### config.mk
export PLATFORM = sky130hd
export DESIGN_NAME = muxn_rr
export DESIGN_NICKNAME = d
export VERILOG_FILES = /design/src/rtl/muxn_rr.sv
export SDC_FILE = /design/constraint.sdc
export NUM_CORES = 1
export LEC_CHECK = 0
export ABC_AREA = 1
export CAP_MARGIN = 20
export CORE_ASPECT_RATIO = 1.75
export CORE_UTILIZATION = 40
export DETAILED_ROUTE_END_ITERATION = 10
export GPL_ROUTABILITY_DRIVEN = 0
export PLACE_DENSITY = 0.91
export SYNTH_ARGS = -nofsm -noshare
export SYNTH_HDL_FRONTEND = slang
export SYNTH_SLANG_ARGS = --single-unit
### constraint.sdc
create_clock -name clk -period 4.8 [get_ports clk]
set_clock_uncertainty 0.1 [all_clocks]
set_input_delay 0.72 -clock clk [delete_from_list [all_inputs] [get_ports clk]]
set_output_delay 0.72 -clock clk [all_outputs]
set_load 0.02 [all_outputs]
### src/rtl/muxn_rr.sv
// N-channel valid/ready multiplexer: round-robin arbiter feeding a one-entry output register.
// Define MUXN_FIXED_PRI_EN to replace round-robin with fixed lowest-index-first priority.
module muxn_rr #(
  parameter int n = 32,
  parameter int N = 4
) (
  input  logic                  clk,
  input  logic                  reset,
  input  logic [N*n-1:0]        in_data,
  input  logic [N-1:0]          in_valid,
  output logic [N-1:0]          in_ready,
  output logic [n-1:0]          out_data,
  output logic [$clog2(N)-1:0]  out_sel,
  output logic                  out_valid,
  input  logic                  out_ready
);

  localparam int SW = $clog2(N);

  logic [n-1:0]  ch [N];
  logic          out_valid_q, out_valid_d;
  logic [n-1:0]  out_data_q, out_data_d;
  logic [SW-1:0] out_sel_q, out_sel_d;
  logic [SW-1:0] gnt;
  logic          gnt_vld;
  logic          ld;
  logic          xfer;

  for (genvar i = 0; i < N; i++) begin : g_ch
    assign ch[i] = in_data[i*n +: n];
  end

  // Reset blocks the handshake so no producer sees its word taken while it is being discarded.
  assign ld   = (~out_valid_q | out_ready) & ~reset;
  assign xfer = ld & gnt_vld;

`ifdef MUXN_FIXED_PRI_EN
  always_comb begin
    gnt_vld = 1'b0;
    gnt     = '0;
    for (int k = N - 1; k >= 0; k--) begin
      if (in_valid[k]) begin
        gnt_vld = 1'b1;
        gnt     = SW'(k);
      end
    end
  end
`else
  logic [SW-1:0] ptr_q, ptr_d;
  logic [SW-1:0] idx;

  // Search starts just past the last winner, so the last winner has lowest priority.
  always_comb begin
    gnt_vld = 1'b0;
    gnt     = '0;
    idx     = '0;
    for (int k = 1; k <= N; k++) begin
      idx = SW'((int'(ptr_q) + k) % N);
      if (!gnt_vld && in_valid[idx]) begin
        gnt_vld = 1'b1;
        gnt     = idx;
      end
    end
  end

  always_comb begin
    ptr_d = ptr_q;
    if (xfer) ptr_d = gnt;
  end

  always_ff @(posedge clk) begin
    if (reset) ptr_q <= SW'(N - 1);
    else       ptr_q <= ptr_d;
  end
`endif

  always_ff @(posedge clk) begin
    if (reset) begin
      out_valid_q <= 1'b0;
      out_data_q  <= '0;
      out_sel_q   <= '0;
    end else begin
      out_valid_q <= out_valid_d;
      out_data_q  <= out_data_d;
      out_sel_q   <= out_sel_d;
    end
  end

  // A drain with nothing to refill empties the register but keeps the last word visible.
  always_comb begin
    out_valid_d = out_valid_q;
    out_data_d  = out_data_q;
    out_sel_d   = out_sel_q;
    if (xfer) begin
      out_valid_d = 1'b1;
      out_data_d  = ch[gnt];
      out_sel_d   = gnt;
    end else if (out_ready) begin
      out_valid_d = 1'b0;
    end
  end

  always_comb begin
    in_ready = '0;
    for (int i = 0; i < N; i++) begin
      in_ready[i] = xfer & (gnt == SW'(i));
    end
  end

  assign out_valid = out_valid_q;
  assign out_data  = out_data_q;
  assign out_sel   = out_sel_q;

endmodule
# After elaboration in Yosys (flattened, before gate mapping)
# Cells that the tools add are included.
[op_classes]
addsub = 4
bitwise_logic = 10
magnitude_cmp = 5
n_div = 0
reduce_logical = 8
eq_ne = 3
multipliers = 0
mux = 21
shift = 0
[ops]
columns = ["op", "count"]
rows = [
  ["binary-select mux 32 bit (select 2 bit)", 1],
  ["2-to-1 mux 32 bit", 2],
  ["< comparator 2 x 3 -> 1 bit (second input constant)", 4],
  ["2-to-1 mux 1 bit", 10],
  ["binary-select mux 1 bit (select 2 bit)", 4],
  ["2-to-1 mux 2 bit", 4],
  ["AND 1 bit", 6],
  ["adder 2 x 1 -> 2 bit (second input constant)", 2],
  ["adder 2 bit (second input constant)", 2],
  ["equality test 2 bit (second input constant)", 2],
  ["greater-or-equal comparator 3 bit (second input constant)", 1],
  ["logical AND 1 bit", 3],
  ["logical NOT 1 bit", 3],
  ["NOT 2 -> 3 bit", 1],
  ["equality test 2 x 1 -> 1 bit (second input constant)", 1],
  ["logical NOT 2 bit", 1],
  ["NOT 1 bit", 2],
  ["nonzero test 2 bit", 1],
  ["bitwise OR 1 bit", 1],
]
[word_totals]
elab_cells = 55
mem_bits_ro = 0
regBits = 37
out_inout_bits = 39
mem_count = 0
mem_bits_rw = 0
in_bits = 135
latchBits = 0

# Logic depth before layout (Yosys ltp)
# Gate-level depths: netlist of the first run.
[logic_depth]
word_depth = 17
ltp_mapped = 17
depth_no_buf = 15

# Worst setup path before layout of the first run
# Ideal clock, no wire load.
[synth_path]
kind = "input to output"
from = "input in_valid[2]"
to = "output in_ready[0]"
required_ps = 3980
path_slack_ps = 1928
cell_stages = 11
arrival_ps = 2052
n_path_buf = 1
cell_sequence = "nand2_1 > nand2_1 > nand2_1 > nand2_2 > nor2_4 > nand3_2 > nand3_2 > nor2_1 > buf_2 > inv_1 > nor2_1"
[synth_between]
elab_chain_cells = 14
word_cells_on_any_way = 25
cone_classes = "16 x mux; 2 x bitwise; 7 x reduce/logical"
[synth_rtl]
columns = ["element", "line_no", "rtl"]
rows = [
  ["start: declaration", "10", "input logic [N-1:0] in_valid,"],
  ["binary-select mux 1 bit (select 2 bit)", "59", "if (!gnt_vld && in_valid[idx]) begin"],
  ["2-to-1 mux 1 bit (implied by the code)", "59", ""],
  ["2-to-1 mux 1 bit", "59", ""],
  ["logical NOT 1 bit", "59", ""],
  ["logical AND 1 bit", "59", ""],
  ["2-to-1 mux 1 bit", "59", ""],
  ["logical NOT 1 bit", "59", ""],
  ["logical AND 1 bit", "59", ""],
  ["2-to-1 mux 1 bit", "59", ""],
  ["logical NOT 1 bit", "59", ""],
  ["logical AND 1 bit", "59", ""],
  ["2-to-1 mux 1 bit or 2-to-1 mux 2 bit (tied branches)", "59", ""],
  ["AND 1 bit or logical NOT 2 bit (tied branches)", "35, 106", ""],
  ["AND 1 bit *", "106", "in_ready[i] = xfer & (gnt == SW'(i));"],
  ["end: declaration", "11", "output logic [N-1:0] in_ready,"],
]
# Every way passes the cells marked *; elsewhere a longest branch is shown, timed or not. The select of a mux whose other input is x is not followed.

# Worst setup path in the final report of the first run
[layout_path]
from = "input in_valid[1]"
to = "output in_ready[0]"
# The elaborated chain is that of the path after synthesis.

==> results of run 1 <==
worst max-delay path: cells and delay by family:
family                 cells  cell delay, ns
and+or+nand+nor           10            1.03
buffers and inverters      5            1.56
registers in the layout, summed over array words and instances, names as in the netlist:
signal	cells
out_data	32
ptr_q	2
out_sel	2
out_valid	1
per-layer routing:
layer | GRT usage | vias up | wire [um]
met5 | 0 | - | 0
li1 | - | 1820 | -
met2 | 0.5296 | 166 | 5285
met4 | 0.1185 | 0 | 340
met1 | 0.2522 | 1583 | 3330
met3 | 0.06224 | 30 | 675
cell families after synthesis:
group           synth area share
flops                     0.2792
compound gates           0.01226
buf+inv                  0.08867
simple gates              0.6198
stage by stage:
stage	cells	cell area [um^2]	worst slack [ns]	hold slack (ns)	total power, mW
2_1_floorplan	482	2653	1.928	0.4232	2.191
3_3_place_gp	711	4364	0.7665	0.3339	2.780
3_5_place_dp	711	4364	0.6703	0.3458	2.847
4_1_cts	719	4466	0.6694	0.3586	3.093
5_1_grt	719	4466	0.3790	0.3769	3.366
6_report	719	4466	0.6610	0.3559	3.086
placed cells by master, fill, tap and decap left out:
cell type,instances
nor2_2,3
inv_1,14
o21ai_0,1
nand2_4,2
nand3_2,2
dfxtp_1,37
buf_4,6
nand3_1,99
nor2_4,1
clkinv_2,1
clkdlybuf4s50_1,173
nand2_1,231
a21oi_1,3
clkbuf_8,7
nand2_2,5
inv_2,4
o21ai_1,1
a22oi_1,1
nor2_1,48
cell type report:
type                    instances  area (um^2)  share of cell area
clock buffers                   7        96.34             0.02157
clock inverters                 1        5.005            0.001121
inverters                      18        67.56             0.01513
multi-input cells             397         1679              0.3760
flip-flops and latches         37        740.7              0.1659
well taps                      80        100.1             0.02242
repair buffers                179         1777              0.3979
worst max-delay path by stage:
| stage | endpoint | slack [ns] | cells past startpoint |
|---|---|---|---|
| after floorplan | in_ready[0] | 1.93 | 11 |
| after global placement | in_ready[2] | 0.77 | 13 |
| after detailed placement | in_ready[3] | 0.67 | 13 |
| after CTS | in_ready[3] | 0.67 | 13 |
| after global routing | in_ready[2] | 0.38 | 13 |
| final | in_ready[0] | 0.66 | 15 |
power breakdown:
part	switching (mW)	total, mW	internal, mW
combinational	1.47	2.30	0.830
sequential	0.0878	0.547	0.460
clock	0.106	0.236	0.130
==> flow_summary.json, run 1 <==
{
  "period_minus_slack_ns": 4.139,
  "cts_buffer_depth": 2,
  "die_w_um": 63.56,
  "required_ns": 3.98,
  "hold_path_class": "register to register",
  "hp-start": "out_data[31]",
  "r2r_slack_ns": 2.26,
  "synth_ff_type": "dfxtp_1",
  "drcViolationCount": 0,
  "clock-sinks": 37,
  "irDropWorstVdd_v": 0.0003963,
  "insertion_delay_ns": 0.27,
  "cts_tree": "yes",
  "synthTopCellsByArea": "nand2_1, dfxtp_1, nand3_1, nor2_1, buf_2",
  "synth_top_area_share": 0.3269,
  "worst_setup_path_start_kind": "input port",
  "hold_viol_final": 0,
  "slowest_delay_ns": 0.62,
  "post_cts_resized": 0,
  "io_buffers": 173,
  "die_h_um": 109.7,
  "ctsHoldBuffers": 0,
  "ctsHtreeMaxLevel": 2,
  "grt_pass1_wl_um": 14770,
  "vias": 3599,
  "ys_warn_count": 0,
  "cp.arrival_ns": 3.32,
  "row_count": 38,
  "grt_antenna_before_repair": 0,
  "synth_commonest_cells": "nand2_1, nand3_1, nor2_1",
  "yosysMostFrequentCell": "nand2_1",
  "synth_edf_count": 0,
  "grt_pass1_vias": 3403,
  "cts-root-buf": "clkbuf_8",
  "cp_slowest_cell": "clkdlybuf4s50_1",
  "period_share": 0.8623,
  "fillers": 526,
  "path_class": "input port to output pin",
  "max_freq_mhz": 241.6,
  "crit_start": "in_valid[1]",
  "maxSlewHeadroom": 0.3952,
  "postRouteAntennaNets": 0,
  "diodes": 0,
  "yosys.area.top_type": "nand2_1",
  "hpwl_um": 7209,
  "routedWlPerCell_um": 13.40,
  "final_nets": 773,
  "dieArea_um2": 6974,
  "reg2reg_depth": 15,
  "whs_endpoint": "out_data[31]",
  "netlist_area_um2": 2653,
  "core-area_um2": 6276,
  "drive_above_1_share": 0.04851,
  "fin_util": 0.7115,
  "synth_fp_nets": 617,
  "drt_iter0_drc": 286,
  "grt_max_degree": 54,
  "setup_tns_ns": 0,
  "cp_cell_sequence": "clkdlybuf4s50_1, nand2_1, nand2_1, nand2_1, nand2_1, nor2_4, nand3_1, nand2_1, inv_1, nand2_2, nor2_2, buf_4, inv_1, nor2_1, clkdlybuf4s50_1",
  "start_util": 0.4226,
  "postSynthAreaPerCell_um2": 5.503,
  "crit_fanout": 23,
  "p_per_area_nw_per_um2": 691.1,
  "ys_seq_elements": 37,
  "routed_via_density": 5.006,
  "status": "complete, no violations",
  "seq_area_frac_synth": 0.2792,
  "cts_buffers": 5,
  "synthDistinctLibCells": 20,
  "syn_inst": 482,
  "routed_wl_um": 9632,
  "cp-end-kind": "output pin",
  "tightest_slew_ns": 0.9072,
  "drv_slew": 0,
  "regToRegStartpoint": "ptr_q[0]",
  "synthArstFlopShare": 0,
  "drv_cap": 0,
  "p_leak_nw": 2.137,
  "io_pins": 174,
  "area_growth_pct": 68.35,
  "track_usage": 0.2668,
  "gr-total-overflow": 0,
  "timing.rr.end": "out_data[16]",
  "drt_first_pass_iters": 5,
  "path_common_cell": "nand2_1",
  "clkTransAtPathRegs_ns": 0.08,
  "hold_path_depth": 2,
  "rsz0062_at_grt": "no",
  "finalSetupViolCount": 0,
  "post-cts-setup-buffer-count": 0
}
No activity file was read; power rests on OpenSTA's default activity.
==> run 2, diff against run 1 <==
--- a/config.mk
+++ b/config.mk
@@ -7,7 +7,7 @@
 export LEC_CHECK = 0
 export ABC_AREA = 1
 export CAP_MARGIN = 20
-export CORE_ASPECT_RATIO = 1.75
+export CORE_ASPECT_RATIO = 0.7
 export CORE_UTILIZATION = 40
 export DETAILED_ROUTE_END_ITERATION = 10
 export GPL_ROUTABILITY_DRIVEN = 0
==> flow_summary.json, run 2 (synthesized netlist as in run 1, its figures left out) <==
{
  "status": "complete, no violations",
  "hp-start": "out_sel[1]",
  "gr-total-overflow": 0,
  "cts_tree": "yes",
  "area_growth_pct": 67.22,
  "critical-path-top-delay-family": "simple AND/OR/NAND/NOR gates",
  "hold_viol_final": 0,
  "grt_pass1_wl_um": 15590,
  "insertion_delay_ns": 0.27,
  "clkPwrFrac": 0.064,
  "r2r_slack_ns": 2.17,
  "largest_reg_flops": 32,
  "cp_slowest_cell": "clkdlybuf4s50_1",
  "path_common_cell": "nand2_1",
  "vias": 3599,
  "path_buf_inv": 2,
  "hpwl_um": 7169,
  "intPower_mw": 1.383,
  "core-area_um2": 6306,
  "routedWlPerCell_um": 13.16,
  "hold_path_class": "register to register",
  "final_area_um2": 4436,
  "switching_power_mw": 1.646,
  "post_cts_resized": 0,
  "diodes": 0,
  "reg2reg_depth": 16,
  "timing.rr.end": "out_data[13]",
  "final_nets": 773,
  "finalSetupViolCount": 0,
  "rsz0062_at_grt": "no",
  "dp_slack_ns": 0.6279,
  "setup_tns_ns": 0,
  "regToRegStartpoint": "ptr_q[0]",
  "dieArea_um2": 6966,
  "p_seq_frac": 0.181,
  "drv_cap": 0,
  "hold_path_depth": 2,
  "irDropWorstVdd_v": 0.0003573,
  "worst_setup_path_start_kind": "input port",
  "maxSlewHeadroom": 0.3857,
  "period_share": 0.8758,
  "combPwrFrac": 0.755,
  "ctsHoldBuffers": 0,
  "cts_buffers": 5,
  "die_h_um": 70.13,
  "drt_first_pass_iters": 5,
  "start_util": 0.4206,
  "final_common_cell": "nand2_1",
  "drive_above_1_share": 0.04553,
  "io_buffers": 173,
  "fillers": 558,
  "p_per_area_nw_per_um2": 682.9,
  "row_count": 24,
  "routed_via_density": 5.034,
  "track_usage": 0.2749,
  "drv_slew": 0,
  "drt_iter0_drc": 152,
  "p_total_mw": 3.029,
  "ctsHtreeMaxLevel": 2,
  "max_freq_mhz": 237.9,
  "p_sw_frac": 0.5433,
  "postRouteAntennaNets": 0,
  "path_class": "input port to output pin",
  "die_w_um": 99.33,
  "slowest_delay_ns": 0.62,
  "io_pins": 174,
  "cts-root-buf": "clkbuf_8",
  "layout_common_cells": "nand2_1, clkdlybuf4s50_1, nand3_1",
  "grt_antenna_before_repair": 0,
  "grt_pass1_vias": 3471,
  "hold_ws_ns": 0.3471,
  "period_minus_slack_ns": 4.204,
  "post_dp_cell_area_um2": 4362,
  "cp.arrival_ns": 3.38,
  "setup_slack_ns": 0.5960,
  "cp_cell_sequence": "clkdlybuf4s50_1, nand2_1, nand2_1, nand2_1, nand2_2, nor2_4, nand2_1, nor2_1, nand2_1, nand2_2, nand2_2, nor2_1, clkdlybuf4s50_1",
  "routed_wl_um": 9411,
  "grt_max_degree": 44,
  "tightest_slew_ns": 0.9214,
  "crit_fanout": 24,
  "clkTransAtPathRegs_ns": 0.07,
  "cp-end-kind": "output pin",
  "cts_buffer_depth": 2,
  "post-cts-setup-buffer-count": 0,
  "p_leak_nw": 2.123,
  "drcViolationCount": 0,
  "whs_endpoint": "out_sel[1]",
  "required_ns": 3.98,
  "clock-sinks": 37
}
==> run 2: cell types whose count changed in the layout (fill, tap and decap cells not counted) <==
| cell | previous run | this run |
|---|---|---|
| clkbuf_8 | 7 | 5 |
==> run 2: through the flow <==
step             util  cells
3_3_place_gp   0.6917    709
6_report       0.7034    715
5_1_grt        0.7034    715
4_1_cts        0.7034    715
2_1_floorplan       -    482
3_5_place_dp   0.6917    709
==> run 2: worst reg2reg max path: stages, from the launching register on <==
cell and delay, ns:
dfxtp_1 0.48, inv_2 0.16, nand2_1 0.10, nand2_1 0.09
nand2_1 0.13, nand2_2 0.10, inv_2 0.06, nand2_2 0.06
nor2_2 0.12, nand2_4 0.07, nand2_4 0.31, buf_4 0.39
nand2_1 0.10, nand3_1 0.09, nand2_1 0.07, nand2_1 0.06
nand2_1 0.04
==> run 2: layout make-up <==
| cell class | instances | area, um^2 | area share |
|---|---|---|---|
| repair buffers | 179 | 1777 | 0.4006 |
| multi-input cells | 397 | 1679 | 0.3786 |
| flip-flops and latches | 37 | 740.7 | 0.1670 |
| well taps | 78 | 97.59 | 0.02200 |
| clock buffers | 5 | 68.82 | 0.01551 |
| inverters | 18 | 67.56 | 0.01523 |
| clock inverters | 1 | 5.005 | 0.001128 |
==> run 2: per-layer routing <==
metal,wire (um),track usage,vias to the layer above
li1,-,-,1819
met1,3859,0.3229,1584
met2,4523,0.5023,177
met3,864,0.06006,19
met4,164,0.07516,0
met5,0,0,-
==> run 2: how the worst max path moves through the flow <==
stage,end,slack [ns],cells after the start,start
after floorplan,in_ready[0],1.93,11,in_valid[2]
after global placement,in_ready[2],0.77,13,in_valid[3]
after detailed placement,in_ready[2],0.63,13,in_valid[3]
after CTS,in_ready[2],0.62,13,in_valid[3]
after global routing,in_ready[3],0.38,13,in_valid[3]
final,in_ready[2],0.60,13,in_valid[3]
==> run 2: power by group through the flow <==
stage               Sequential [mW]  Clock (mW)  Combinational [mW]
finish                        0.549       0.194                2.29
detailed placement            0.550           0                2.28
global route                  0.569       0.216                2.54
CTS                           0.546       0.200                2.29
global placement              0.545           0                2.21
floorplan                     0.699           0                1.49
==> run 3, diff against run 2 <==
--- a/config.mk
+++ b/config.mk
@@ -12,6 +12,7 @@
 export DETAILED_ROUTE_END_ITERATION = 10
 export GPL_ROUTABILITY_DRIVEN = 0
 export PLACE_DENSITY = 0.91
+export SLEW_MARGIN = 20
 export SYNTH_ARGS = -nofsm -noshare
 export SYNTH_HDL_FRONTEND = slang
 export SYNTH_SLANG_ARGS = --single-unit
==> results of run 3 <==
No change in the layout: final DEF, timing and power equal those of run 2.
